## config.mk

```make
export PLATFORM = sky130hd
export DESIGN_NAME = sdram_axi_tester_flat
export DESIGN_NICKNAME = d
export VERILOG_FILES = /design/src/rtl/sdram_axi_pkg.sv /design/src/rtl/sdram_axi_tester_if.sv /design/src/rtl/sdram_tester_pattern.sv /design/src/rtl/sdram_axi_tester.sv /design/src/flat_wrapper.sv
export SDC_FILE = /design/constraint.sdc
export NUM_CORES = 1
export LEC_CHECK = 0
export CORE_MARGIN = 1
export CORE_UTILIZATION = 45
export DETAILED_ROUTE_END_ITERATION = 7
export GPL_TIMING_DRIVEN = 0
export PLACE_DENSITY = 0.69
export SYNTH_ARGS = -nofsm -noshare
export SYNTH_HDL_FRONTEND = slang
export SYNTH_HIERARCHICAL = 1
export SYNTH_SLANG_ARGS = --single-unit
```

## constraint.sdc

```tcl
create_clock -name ACLK -period 12.85 [get_ports ACLK]
set_input_delay 2.57 -clock ACLK [delete_from_list [all_inputs] [get_ports ACLK]]
set_output_delay 2.57 -clock ACLK [all_outputs]
set_load 0.05 [all_outputs]
```

## src/rtl/sdram_axi_pkg.sv

```systemverilog
// Shared types and AXI constants for the SDRAM AXI burst tester.
package sdram_axi_pkg;

  typedef enum logic [2:0] {
    S_IDLE,
    S_WR_ADDR,
    S_WR_DATA,
    S_WR_RESP,
    S_RD_ADDR,
    S_RD_DATA,
    S_DONE
  } state_t;

  localparam logic [1:0] BURST_INCR  = 2'b01;
  localparam logic [1:0] RESP_OKAY   = 2'b00;
  localparam logic [1:0] RESP_SLVERR = 2'b10;

  // Bytes carried by one data beat.
  function automatic int beat_bytes(input int data_w);
    return data_w / 8;
  endfunction

  // AXI AxSIZE encoding for a full-width beat.
  function automatic logic [2:0] size_enc(input int data_w);
    return 3'($clog2(data_w / 8));
  endfunction

endpackage

```

## src/rtl/sdram_axi_tester_if.sv

```systemverilog
// AXI4 burst bus between the tester (master) and the SDRAM slave port.
interface sdram_axi_tester_if #(
  parameter int ADDR_W = 32,
  parameter int DATA_W = 32
);
  logic              awvalid;
  logic              awready;
  logic [ADDR_W-1:0] awaddr;
  logic [7:0]        awlen;
  logic [2:0]        awsize;
  logic [1:0]        awburst;

  logic                wvalid;
  logic                wready;
  logic [DATA_W-1:0]   wdata;
  logic [DATA_W/8-1:0] wstrb;
  logic                wlast;

  logic       bvalid;
  logic       bready;
  logic [1:0] bresp;

  logic              arvalid;
  logic              arready;
  logic [ADDR_W-1:0] araddr;
  logic [7:0]        arlen;
  logic [2:0]        arsize;
  logic [1:0]        arburst;

  logic              rvalid;
  logic              rready;
  logic [DATA_W-1:0] rdata;
  logic [1:0]        rresp;
  logic              rlast;

  modport master (
    output awvalid, awaddr, awlen, awsize, awburst, input awready,
    output wvalid, wdata, wstrb, wlast,              input wready,
    input  bvalid, bresp,                            output bready,
    output arvalid, araddr, arlen, arsize, arburst,  input arready,
    input  rvalid, rdata, rresp, rlast,              output rready
  );

  modport slave (
    input  awvalid, awaddr, awlen, awsize, awburst, output awready,
    input  wvalid, wdata, wstrb, wlast,              output wready,
    output bvalid, bresp,                            input  bready,
    input  arvalid, araddr, arlen, arsize, arburst,  output arready,
    output rvalid, rdata, rresp, rlast,              input  rready
  );
endinterface

```

## src/rtl/sdram_tester_pattern.sv

```systemverilog
// Expected data for a byte address: address (zero-extended or truncated) XOR seed.
module sdram_tester_pattern #(
  parameter int ADDR_W = 32,
  parameter int DATA_W = 32
) (
  input  logic [ADDR_W-1:0] addr,
  input  logic [DATA_W-1:0] seed,
  output logic [DATA_W-1:0] data
);
  assign data = DATA_W'(addr) ^ seed;
endmodule

```

## src/rtl/sdram_axi_tester.sv

```systemverilog
// SDRAM AXI4 burst tester: fills a region with an address-derived pattern,
// reads it back and counts mismatches. Optional cycle counters for bandwidth
// measurement are compiled in with `define SDRAM_TESTER_STATS_EN.
module sdram_axi_tester
  import sdram_axi_pkg::*;
#(
  parameter int ADDR_W    = 32,
  parameter int DATA_W    = 32,
  parameter int BURST_LEN = 16,
  parameter int CNT_W     = 16
) (
  input  logic              ACLK,
  input  logic              ARST,
  input  logic              start,
  input  logic [ADDR_W-1:0] base_addr,
  input  logic [CNT_W-1:0]  num_bursts,
  input  logic [DATA_W-1:0] seed,
  output logic              busy,
  output logic              done,
  output logic              pass,
  output logic [CNT_W-1:0]  err_count,
  output logic [ADDR_W-1:0] first_err_addr,
`ifdef SDRAM_TESTER_STATS_EN
  output logic [31:0]       wr_cycles,
  output logic [31:0]       rd_cycles,
`endif
  sdram_axi_tester_if.master M00_AXI
);

  localparam logic [7:0]        LAST_BEAT    = 8'(BURST_LEN - 1);
  localparam logic [ADDR_W-1:0] BEAT_STRIDE  = ADDR_W'(beat_bytes(DATA_W));
  localparam logic [ADDR_W-1:0] BURST_STRIDE = ADDR_W'(BURST_LEN * beat_bytes(DATA_W));

  state_t            state;
  logic [ADDR_W-1:0] base_q;
  logic [CNT_W-1:0]  nb_q;
  logic [DATA_W-1:0] seed_q;
  logic [CNT_W-1:0]  burst_idx;
  logic [CNT_W-1:0]  idx_next;
  logic [7:0]        beat_cnt;
  logic [ADDR_W-1:0] burst_addr;
  logic [ADDR_W-1:0] cur_addr;
  logic [DATA_W-1:0] exp_data;
  logic              accept;
  logic              err_event;
  logic [ADDR_W-1:0] err_addr;

  // One pattern generator serves both the write data and the read comparator,
  // since only one of the two phases is ever active.
  sdram_tester_pattern #(.ADDR_W(ADDR_W), .DATA_W(DATA_W)) u_pattern (
    .addr (cur_addr),
    .seed (seed_q),
    .data (exp_data)
  );

  assign accept   = (state == S_IDLE) && start;
  assign idx_next = burst_idx + 1'b1;
  assign pass     = done && (err_count == '0);

  assign M00_AXI.awaddr  = burst_addr;
  assign M00_AXI.awlen   = LAST_BEAT;
  assign M00_AXI.awsize  = size_enc(DATA_W);
  assign M00_AXI.awburst = BURST_INCR;
  assign M00_AXI.wdata   = exp_data;
  assign M00_AXI.wstrb   = '1;
  assign M00_AXI.araddr  = burst_addr;
  assign M00_AXI.arlen   = LAST_BEAT;
  assign M00_AXI.arsize  = size_enc(DATA_W);
  assign M00_AXI.arburst = BURST_INCR;

  // Main sequencer: write all bursts, then read them back, with registered channel controls.
  always_ff @(posedge ACLK or posedge ARST) begin
    // NOTE: the asynchronous reset drops every valid/ready at once, so a
    // transaction in flight is abandoned rather than completed.
    if (ARST) begin
      state           <= S_IDLE;
      base_q          <= '0;
      nb_q            <= '0;
      seed_q          <= '0;
      burst_idx       <= '0;
      beat_cnt        <= '0;
      burst_addr      <= '0;
      cur_addr        <= '0;
      busy            <= 1'b0;
      done            <= 1'b0;
      M00_AXI.awvalid <= 1'b0;
      M00_AXI.wvalid  <= 1'b0;
      M00_AXI.wlast   <= 1'b0;
      M00_AXI.bready  <= 1'b0;
      M00_AXI.arvalid <= 1'b0;
      M00_AXI.rready  <= 1'b0;
    end else begin
      // NOTE: non-blocking assignments throughout, so every branch sees the
      // pre-edge values of the other registers regardless of statement order.
      case (state)
        S_IDLE: begin
          if (start) begin
            base_q     <= base_addr;
            nb_q       <= num_bursts;
            seed_q     <= seed;
            burst_idx  <= '0;
            beat_cnt   <= '0;
            burst_addr <= base_addr;
            cur_addr   <= base_addr;
            if (num_bursts == '0) begin
              done  <= 1'b1;
              state <= S_DONE;
            end else begin
              done            <= 1'b0;
              busy            <= 1'b1;
              M00_AXI.awvalid <= 1'b1;
              state           <= S_WR_ADDR;
            end
          end
        end

        S_WR_ADDR: begin
          if (M00_AXI.awready) begin
            M00_AXI.awvalid <= 1'b0;
            M00_AXI.wvalid  <= 1'b1;
            M00_AXI.wlast   <= (LAST_BEAT == 8'd0);
            state           <= S_WR_DATA;
          end
        end

        S_WR_DATA: begin
          if (M00_AXI.wready) begin
            cur_addr <= cur_addr + BEAT_STRIDE;
            if (beat_cnt == LAST_BEAT) begin
              beat_cnt       <= '0;
              M00_AXI.wvalid <= 1'b0;
              M00_AXI.wlast  <= 1'b0;
              M00_AXI.bready <= 1'b1;
              state          <= S_WR_RESP;
            end else begin
              beat_cnt      <= beat_cnt + 8'd1;
              M00_AXI.wlast <= ((beat_cnt + 8'd1) == LAST_BEAT);
            end
          end
        end

        S_WR_RESP: begin
          if (M00_AXI.bvalid) begin
            M00_AXI.bready <= 1'b0;
            if (idx_next == nb_q) begin
              burst_idx       <= '0;
              burst_addr      <= base_q;
              cur_addr        <= base_q;
              M00_AXI.arvalid <= 1'b1;
              state           <= S_RD_ADDR;
            end else begin
              burst_idx       <= idx_next;
              burst_addr      <= burst_addr + BURST_STRIDE;
              cur_addr        <= burst_addr + BURST_STRIDE;
              M00_AXI.awvalid <= 1'b1;
              state           <= S_WR_ADDR;
            end
          end
        end

        S_RD_ADDR: begin
          if (M00_AXI.arready) begin
            M00_AXI.arvalid <= 1'b0;
            M00_AXI.rready  <= 1'b1;
            state           <= S_RD_DATA;
          end
        end

        S_RD_DATA: begin
          if (M00_AXI.rvalid) begin
            cur_addr <= cur_addr + BEAT_STRIDE;
            beat_cnt <= beat_cnt + 8'd1;
            // An early rlast still closes the burst; the next burst address is
            // recomputed from the burst base so a short burst cannot skew it.
            if (M00_AXI.rlast || beat_cnt == LAST_BEAT) begin
              beat_cnt       <= '0;
              M00_AXI.rready <= 1'b0;
              if (idx_next == nb_q) begin
                busy  <= 1'b0;
                done  <= 1'b1;
                state <= S_DONE;
              end else begin
                burst_idx       <= idx_next;
                burst_addr      <= burst_addr + BURST_STRIDE;
                cur_addr        <= burst_addr + BURST_STRIDE;
                M00_AXI.arvalid <= 1'b1;
                state           <= S_RD_ADDR;
              end
            end
          end
        end

        S_DONE:  state <= S_IDLE;
        default: state <= S_IDLE;
      endcase
    end
  end

  // Classify the current cycle: bad write response or bad read beat (at most one error per beat).
  always_comb begin
    // NOTE: defaults first so no path leaves these unassigned (no latch).
    err_event = 1'b0;
    err_addr  = burst_addr;
    if (state == S_WR_RESP && M00_AXI.bvalid && M00_AXI.bresp != RESP_OKAY) begin
      err_event = 1'b1;
    end
    if (state == S_RD_DATA && M00_AXI.rvalid &&
        (M00_AXI.rdata != exp_data || M00_AXI.rresp != RESP_OKAY ||
         M00_AXI.rlast != (beat_cnt == LAST_BEAT))) begin
      err_event = 1'b1;
      err_addr  = cur_addr;
    end
  end

  // Saturating error counter and first-failure address capture.
  always_ff @(posedge ACLK or posedge ARST) begin
    if (ARST) begin
      err_count      <= '0;
      first_err_addr <= '0;
    end else if (accept) begin
      err_count      <= '0;
      first_err_addr <= '0;
    end else if (err_event) begin
      if (err_count == '0) first_err_addr <= err_addr;
      if (err_count != '1) err_count <= err_count + 1'b1;
    end
  end

`ifdef SDRAM_TESTER_STATS_EN
  // Saturating cycle counters for the write and read phases.
  always_ff @(posedge ACLK or posedge ARST) begin
    if (ARST) begin
      wr_cycles <= '0;
      rd_cycles <= '0;
    end else if (accept) begin
      wr_cycles <= '0;
      rd_cycles <= '0;
    end else begin
      if (state inside {S_WR_ADDR, S_WR_DATA, S_WR_RESP} && wr_cycles != '1)
        wr_cycles <= wr_cycles + 32'd1;
      if (state inside {S_RD_ADDR, S_RD_DATA} && rd_cycles != '1)
        rd_cycles <= rd_cycles + 32'd1;
    end
  end
`endif

endmodule

```

## src/flat_wrapper.sv

```systemverilog
// flat-port wrapper written by rule: the top's interface ports become plain ports
module sdram_axi_tester_flat import sdram_axi_pkg::*;
#(
  parameter int ADDR_W    = 32,
  parameter int DATA_W    = 32,
  parameter int BURST_LEN = 16,
  parameter int CNT_W     = 16
)
  (ACLK, ARST, start, base_addr, num_bursts, seed, busy, done, pass, err_count, first_err_addr, M00_AXI_awvalid, M00_AXI_awaddr, M00_AXI_awlen, M00_AXI_awsize, M00_AXI_awburst, M00_AXI_awready, M00_AXI_wvalid, M00_AXI_wdata, M00_AXI_wstrb, M00_AXI_wlast, M00_AXI_wready, M00_AXI_bvalid, M00_AXI_bresp, M00_AXI_bready, M00_AXI_arvalid, M00_AXI_araddr, M00_AXI_arlen, M00_AXI_arsize, M00_AXI_arburst, M00_AXI_arready, M00_AXI_rvalid, M00_AXI_rdata, M00_AXI_rresp, M00_AXI_rlast, M00_AXI_rready);
  sdram_axi_tester_if #(.ADDR_W(ADDR_W), .DATA_W(DATA_W)) M00_AXI_i ();
  input  logic ACLK;
  input  logic ARST;
  input  logic start;
  input  logic [ADDR_W-1:0] base_addr;
  input  logic [CNT_W-1:0] num_bursts;
  input  logic [DATA_W-1:0] seed;
  output logic busy;
  output logic done;
  output logic pass;
  output logic [CNT_W-1:0] err_count;
  output logic [ADDR_W-1:0] first_err_addr;
  output wire logic [$bits(M00_AXI_i.awvalid)-1:0] M00_AXI_awvalid;
  output wire logic [$bits(M00_AXI_i.awaddr)-1:0] M00_AXI_awaddr;
  output wire logic [$bits(M00_AXI_i.awlen)-1:0] M00_AXI_awlen;
  output wire logic [$bits(M00_AXI_i.awsize)-1:0] M00_AXI_awsize;
  output wire logic [$bits(M00_AXI_i.awburst)-1:0] M00_AXI_awburst;
  input wire logic [$bits(M00_AXI_i.awready)-1:0] M00_AXI_awready;
  output wire logic [$bits(M00_AXI_i.wvalid)-1:0] M00_AXI_wvalid;
  output wire logic [$bits(M00_AXI_i.wdata)-1:0] M00_AXI_wdata;
  output wire logic [$bits(M00_AXI_i.wstrb)-1:0] M00_AXI_wstrb;
  output wire logic [$bits(M00_AXI_i.wlast)-1:0] M00_AXI_wlast;
  input wire logic [$bits(M00_AXI_i.wready)-1:0] M00_AXI_wready;
  input wire logic [$bits(M00_AXI_i.bvalid)-1:0] M00_AXI_bvalid;
  input wire logic [$bits(M00_AXI_i.bresp)-1:0] M00_AXI_bresp;
  output wire logic [$bits(M00_AXI_i.bready)-1:0] M00_AXI_bready;
  output wire logic [$bits(M00_AXI_i.arvalid)-1:0] M00_AXI_arvalid;
  output wire logic [$bits(M00_AXI_i.araddr)-1:0] M00_AXI_araddr;
  output wire logic [$bits(M00_AXI_i.arlen)-1:0] M00_AXI_arlen;
  output wire logic [$bits(M00_AXI_i.arsize)-1:0] M00_AXI_arsize;
  output wire logic [$bits(M00_AXI_i.arburst)-1:0] M00_AXI_arburst;
  input wire logic [$bits(M00_AXI_i.arready)-1:0] M00_AXI_arready;
  input wire logic [$bits(M00_AXI_i.rvalid)-1:0] M00_AXI_rvalid;
  input wire logic [$bits(M00_AXI_i.rdata)-1:0] M00_AXI_rdata;
  input wire logic [$bits(M00_AXI_i.rresp)-1:0] M00_AXI_rresp;
  input wire logic [$bits(M00_AXI_i.rlast)-1:0] M00_AXI_rlast;
  output wire logic [$bits(M00_AXI_i.rready)-1:0] M00_AXI_rready;
  assign M00_AXI_awvalid = M00_AXI_i.awvalid;
  assign M00_AXI_awaddr = M00_AXI_i.awaddr;
  assign M00_AXI_awlen = M00_AXI_i.awlen;
  assign M00_AXI_awsize = M00_AXI_i.awsize;
  assign M00_AXI_awburst = M00_AXI_i.awburst;
  assign M00_AXI_i.awready = M00_AXI_awready;
  assign M00_AXI_wvalid = M00_AXI_i.wvalid;
  assign M00_AXI_wdata = M00_AXI_i.wdata;
  assign M00_AXI_wstrb = M00_AXI_i.wstrb;
  assign M00_AXI_wlast = M00_AXI_i.wlast;
  assign M00_AXI_i.wready = M00_AXI_wready;
  assign M00_AXI_i.bvalid = M00_AXI_bvalid;
  assign M00_AXI_i.bresp = M00_AXI_bresp;
  assign M00_AXI_bready = M00_AXI_i.bready;
  assign M00_AXI_arvalid = M00_AXI_i.arvalid;
  assign M00_AXI_araddr = M00_AXI_i.araddr;
  assign M00_AXI_arlen = M00_AXI_i.arlen;
  assign M00_AXI_arsize = M00_AXI_i.arsize;
  assign M00_AXI_arburst = M00_AXI_i.arburst;
  assign M00_AXI_i.arready = M00_AXI_arready;
  assign M00_AXI_i.rvalid = M00_AXI_rvalid;
  assign M00_AXI_i.rdata = M00_AXI_rdata;
  assign M00_AXI_i.rresp = M00_AXI_rresp;
  assign M00_AXI_i.rlast = M00_AXI_rlast;
  assign M00_AXI_rready = M00_AXI_i.rready;
  sdram_axi_tester #(.ADDR_W(ADDR_W), .DATA_W(DATA_W), .BURST_LEN(BURST_LEN), .CNT_W(CNT_W)) u_core (.ACLK(ACLK), .ARST(ARST), .start(start), .base_addr(base_addr), .num_bursts(num_bursts), .seed(seed), .busy(busy), .done(done), .pass(pass), .err_count(err_count), .first_err_addr(first_err_addr), .M00_AXI(M00_AXI_i));
endmodule
```

=== After elaboration in Yosys (flattened, before gate mapping) ===
Cells that the tools add are included.
Widths: inputs -> output; s select.

* Register bits: 227
* Input bits: 125
* Output and inout bits: 183
* Logic and storage cells: 171

* Add/subtract/negate cells: 5
* Eq/ne operators: 24
* Muxes and demuxes: 82
* Bitwise logic cells: 1
* Reductions and logical operators: 41

{| class="wikitable"
|+ Operator list
! cell !! number
|-
| $mux 32 || 14
|-
| $mux 16 || 9
|-
| $pmux 32 s4 || 1
|-
| $pmux 32 s3 || 1
|-
| $pmux 16 s3 || 1
|-
| $mux 8 || 5
|-
| $add 16x1->16 const B || 2
|-
| $add 32x3->32 const B || 1
|-
| $add 32x7->32 const B || 1
|-
| $logic_not 16->1 || 2
|-
| $ne 32x32->1 || 1
|-
| $xor 32x32->32 || 1
|-
| $mux 1 || 30
|-
| $mux 3 || 10
|-
| $pmux 8 s3 || 1
|-
| $ne 2x2->1 const B || 9
|-
| $pmux 3 s6 || 1
|-
| $reduce_and 6->1 || 3
|-
| $reduce_bool 2->1 || 9
|-
| $eq 16x16->1 || 1
|-
| $eq 8x4->1 const B || 2
|-
| $ne 16x16->1 const B || 1
|-
| $reduce_and 4->1 || 4
|-
| $pmux 1 s2 || 6
|-
| 18 further kinds || 37
|}

=== Logic depth before layout (Yosys ltp) ===
* Depth after elaboration: 9
* Depth in mapped cells: 14
* Mapped depth without buffers: 12

=== Cells and area by module ===
The synthesis kept the hierarchy.

{| class="wikitable"
|+ Modules (own cells, without submodules)
! module !! times used !! cells each !! area each (um^2) !! sequential area each (um^2)
|-
| sdram_axi_tester || 1 || 1471 || 13945.9 || 5680.4
|-
| sdram_tester_pattern || 1 || 32 || 280.3 || 0.0
|}

=== Worst setup path after synthesis ===
No wires, ideal clock.

* Kind: in2reg
* Start: in M00_AXI_rlast
* End: reg u_core.first_err_addr[0]
* Library setup time: 125 ps
* Arrival: 4913 ps
* Data required time: 12725 ps
* Path slack: 7812 ps
* Stages on the path: 11
* Buffers on the path: 2
* Path through: inv_1 > ha_1 > or4_1 > nor4_1 > nand3_1 > and3_1 > clkbuf_1 > o21a_1 > nor2_2 > buf_2 > mux2_2

* Longest elaborated chain between the ends: 7
* Elaborated cells between the ends (all ways): 10
* Those cells by class: 1 x eq/ne; 5 x mux; 4 x reduce/logical

{| class="wikitable"
|+ RTL lines
! item !! line !! RTL
|-
| start, declared || flat_wrapper.sv:45 || <nowiki>input wire logic [$bits(M00_AXI_i.rlast)-1:0] M00_AXI_rlast;</nowiki>
|-
| $ne 1x1->1 * || sdram_axi_tester.sv:209 || <nowiki>M00_AXI.rlast != (beat_cnt == LAST_BEAT))) begin</nowiki>
|-
| $logic_or 1x1->1 * || sdram_axi_tester.sv:208 || <nowiki>(M00_AXI.rdata != exp_data || M00_AXI.rresp != RESP_OKAY ||</nowiki>
|-
| $logic_and 1x1->1 * || sdram_axi_tester.sv:207 || <nowiki>if (state == S_RD_DATA && M00_AXI.rvalid &&</nowiki>
|-
| $mux 32 || sdram_axi_tester.sv:207 ||
|-
| $mux 32 || sdram_axi_tester.sv:224 || <nowiki>if (err_count == '0) first_err_addr <= err_addr;</nowiki>
|-
| $mux 32 || sdram_axi_tester.sv:223 || <nowiki>end else if (err_event) begin</nowiki>
|-
| $mux 32 || sdram_axi_tester.sv:220 || <nowiki>end else if (accept) begin</nowiki>
|-
| end signal, assigned || sdram_axi_tester.sv:224 ||
|-
| end, declared || sdram_axi_tester.sv:22 || <nowiki>output logic [ADDR_W-1:0] first_err_addr,</nowiki>
|}

Mark *: on every way between the ends. The rest lies on a longest branch, timed or not. The select of a mux whose other input is x is not followed.
A chain may end at the register's enable or synchronous reset.

=== Worst setup path after layout ===
* Start: in M00_AXI_rlast
* End: reg u_core.first_err_addr[9]

The elaborated chain is that of the path after synthesis.

==> key figures <==
Clock network
  – CTS max path bufs: 3
  – Clk sink count: 227
  – CTS tree: done
  – Setup Buffers After CTS: 0
  – Post_cts resized: 0
  – TritonCTS buffer count: 27
  – H-tree depth: 1
  – Cts hold-fix bufs: 0
  – Clk slew on worst S/H paths: 0.05 ns
  – Root Driver: clkbuf_16
  – Clock latency on the worst-skew pair: between 0.5 and 0.6 ns

Place
  – Pre-CTS WS: 5.87 ns
  – HPWL Detailed: 38,400 um
  – Port Buffer Count: 277
  – Placer Congestion: 0.989

STA
  – Minimum clock period: 6.51 ns
  – Final Max Slew Viols: 0
  – Clock skew: just under 0.008 ns
  – Final Cycle Share: 50.7%
  – Setup TNS: 0 ns
  – Setup ws final: 6.34 ns
  – Fin. Hold Viols: 0
  – Max Freq: approximately 150 MHz
  – RSZ-0062 raised after global routing: no
  – Worst slew pin tran: 1.02 ns
  – # setup viols final: 0
  – Worst hold margin: 0.476 ns
  – Rel. slew slack: 31.7%

Power and ir drop
  – VDD IR-drop max: 0.000286 V
  – Lkg Pwr: 0.00742 uW
  – PwrDens: 294 nW/um^2

Yosys
  – Area leader, netlist: dfrtp_1
  – Share of the synthesized area in the top cell type: 39.9%
  – YS warnings: 6
  – Most instantiated cells after synthesis: dfrtp_1 (227), mux2_2 (122), nand2_1 (115), nor2_1 (113), nand3_1 (80)
  – Post-synthesis instance area: 14,200 sq um
  – Post-synth ARST share: 100%
  – Most frequent cell after synthesis: dfrtp_1
  – FF+latch count, synth: 227
  – Post-Syn Instances: 1,503
  – Synth area leaders: dfrtp_1 (40%), mux2_2 (9.7%), xnor2_1 (4.2%)
  – EDFF count, synth: 0
  – Syn_area_per_cell: 9.47 sq um
  – Ys flop type: dfrtp_1
  – Register area share after synthesis: 39.9%
  – Distinct cells, synth: 80

Die
  – Starting Density: between 40% and 50%
  – Core box area: 30,800 sq um
  – Die H: ~180 um
  – DIE WIDTH: 180 um
  – Die area: 32,300 sq um
  – Row count: between 60 and 70
  – # IOs: 308

Cells and area
  – Finished Core Util: 60.0%
  – Final nets: 1,971
  – # fillers: roughly 2,700
  – Synth-to-Final Area Change: 30.0%
  – Layout cells sized above 1: 14.5%
  – Diodes inserted: 0

Detailed routing
  – DRC Markers: 21
  – Vias post-DR: 13,700
  – Post-route ant nets: 0
  – Via-to-Cell Ratio: 6.09
  – Starting DRC count in detailed routing: 1,643
  – Avg WL per Cell: about 23 um
  – First-pass DRT Iterations: 8
  – DRT Wirelength: 52,300 um

GRT
  – GRT overflow: 0
  – Gr usage total: 32.1%
  – Initial antenna violation count: 0
  – Vias in the first global route: between 10,000 and 15,000
  – Global-route wire length before repair: 80,400 um
  – Largest net degree at the start of global routing: 119

Worst hold path
  – Worst hold-check path type: reg -> reg

Worst setup path
  – Worst Path Required: 13.26 ns
  – Slowest CP cell: nor4_1
  – Startpoint types: input port
  – CP Max Fanout: 10
  – WP data arrival: 6.93 ns
  – Worst path max stage delay: 0.52 ns
  – CP delay by family, top: simple AND/OR/NAND/NOR gates
  – Reg2reg setup slack: 7.56 ns
  – Worst-path cell chain: clkdlybuf4s50_1, inv_1, ha_1, or4_1, nor4_1, nand3_1, and3_1, clkbuf_1, o21a_1, nor2_2, buf_2, mux2_2
  – CP endpoint kind: register
  – Kind of critical path: in -> reg
  – CP bufs+invs: 4

Job
  – Number of max-cap violations: 0

Outcome
  – Outcome: finished, violations left
  – Failing checks: DRC
[sequential cells by signal, summed over array words and instances (netlist names), 3 cells and up]
register,cells
u_core/seed_q,32
u_core/cur_addr,32
u_core/nb_q,16
u_core/M00_AXI.araddr,32
u_core/first_err_addr,32
u_core/burst_idx,16
u_core/err_count,16
u_core/state,3
u_core/beat_cnt,8
u_core/base_q,32
[worst paths after layout]
kind / from / endpoint / cells past startpoint
setup / recovery: M00_AXI_rlast / u_core/first_err_addr[9] / 12
hold / removal: u_core/M00_AXI.wvalid / u_core/M00_AXI.wvalid / 2
setup reg to reg: u_core/beat_cnt[0] / u_core/first_err_addr[9] / 14
hold reg to reg: u_core/M00_AXI.wvalid / u_core/M00_AXI.wvalid / 2
max in group asynchronous: ARST / u_core/cur_addr[7] / 3
min in group asynchronous: ARST / u_core/first_err_addr[3] / 2
[layout by cell type (no fill, tap or decap), drive strengths merged, types with 16 or more instances in the layout]
cell,Yosys,layout
a21oi,66,66
a22oi,18,18
a31oi,23,23
and2,16,16
and3,28,28
buf,96,97
clkbuf,58,102
clkdlybuf4s50,0,277
conb,2,30
dfrtp,227,227
inv,24,24
mux2,124,124
mux2i,45,45
nand2,115,115
nand3,81,81
nand4,36,36
nor2,115,115
nor3,30,30
nor4,20,20
o21ai,76,76
xnor2,68,68
xor2,51,51
[report_power, final]
group          internal, uW  switching [uW]  total [uW]
sequential             1010             415        1430
combinational          1180            2070        3250
clock                   446             302         748
total                  2640            2790        5430
[cell type report]
cell class | instances | area [sq um] | share of cell area (%)
multi-input combinational | 1126 | 7690 | 41.6
sequential | 227 | 5680 | 30.7
buffer | 154 | 872 | 4.72
clock buffer | 44 | 810 | 4.38
clock inverter | 4 | 45.0 | 0.244
tap | 396 | 495 | 2.68
timing repair buffer | 278 | 2800 | 15.1
inverter | 24 | 97.6 | 0.528
[worst register-to-register path: cells and delay by family, from the launching register on]
kind                     cells  cell delay [ns]
buffers and inverters        3             0.73
flip-flops                   1             0.42
multiplexers                 1             0.37
AND/OR/NAND/NOR              7             2.67
AO/OA/AOI/OAI                1             0.28
adder cells (fa/ha/maj)      2             0.70
[metal layers]
metal	vias to the layer above	track usage (%)	share of wire (%)
li1	6032	-	-
met1	6580	41.7	39
met2	934	51.0	45
met3	169	8.33	12
met4	0	12.6	4.0
met5	-	0	0
[per-stage QoR]
step | cell area [sq um] | total power (uW) | cells
floorplan | 14300 | 3490 | 1531
global route | 18500 | 5660 | 2253
CTS | 18500 | 5390 | 2253
detailed placement | 17600 | 4620 | 2205
finish | 18500 | 5430 | 2253
global placement | 17600 | 4580 | 2204
[cells by family (layout without fill, tap and decap cells)]
family / after synthesis / in the layout / share of synthesized area [%]
multiplexers: 169 / 169 / 13.0
flip-flops: 227 / 227 / 39.9
buffers and inverters: 178 / 504 / 6.76
adder cells (fa/ha/maj): 8 / 8 / 0.704
AO/OA/AOI/OAI: 297 / 297 / 13.8
XOR/XNOR: 121 / 121 / 7.65
AND/OR/NAND/NOR: 501 / 501 / 18.1
other: 2 / 30 / 0.0528
Note: power is estimated with default switching activity, not from simulation.
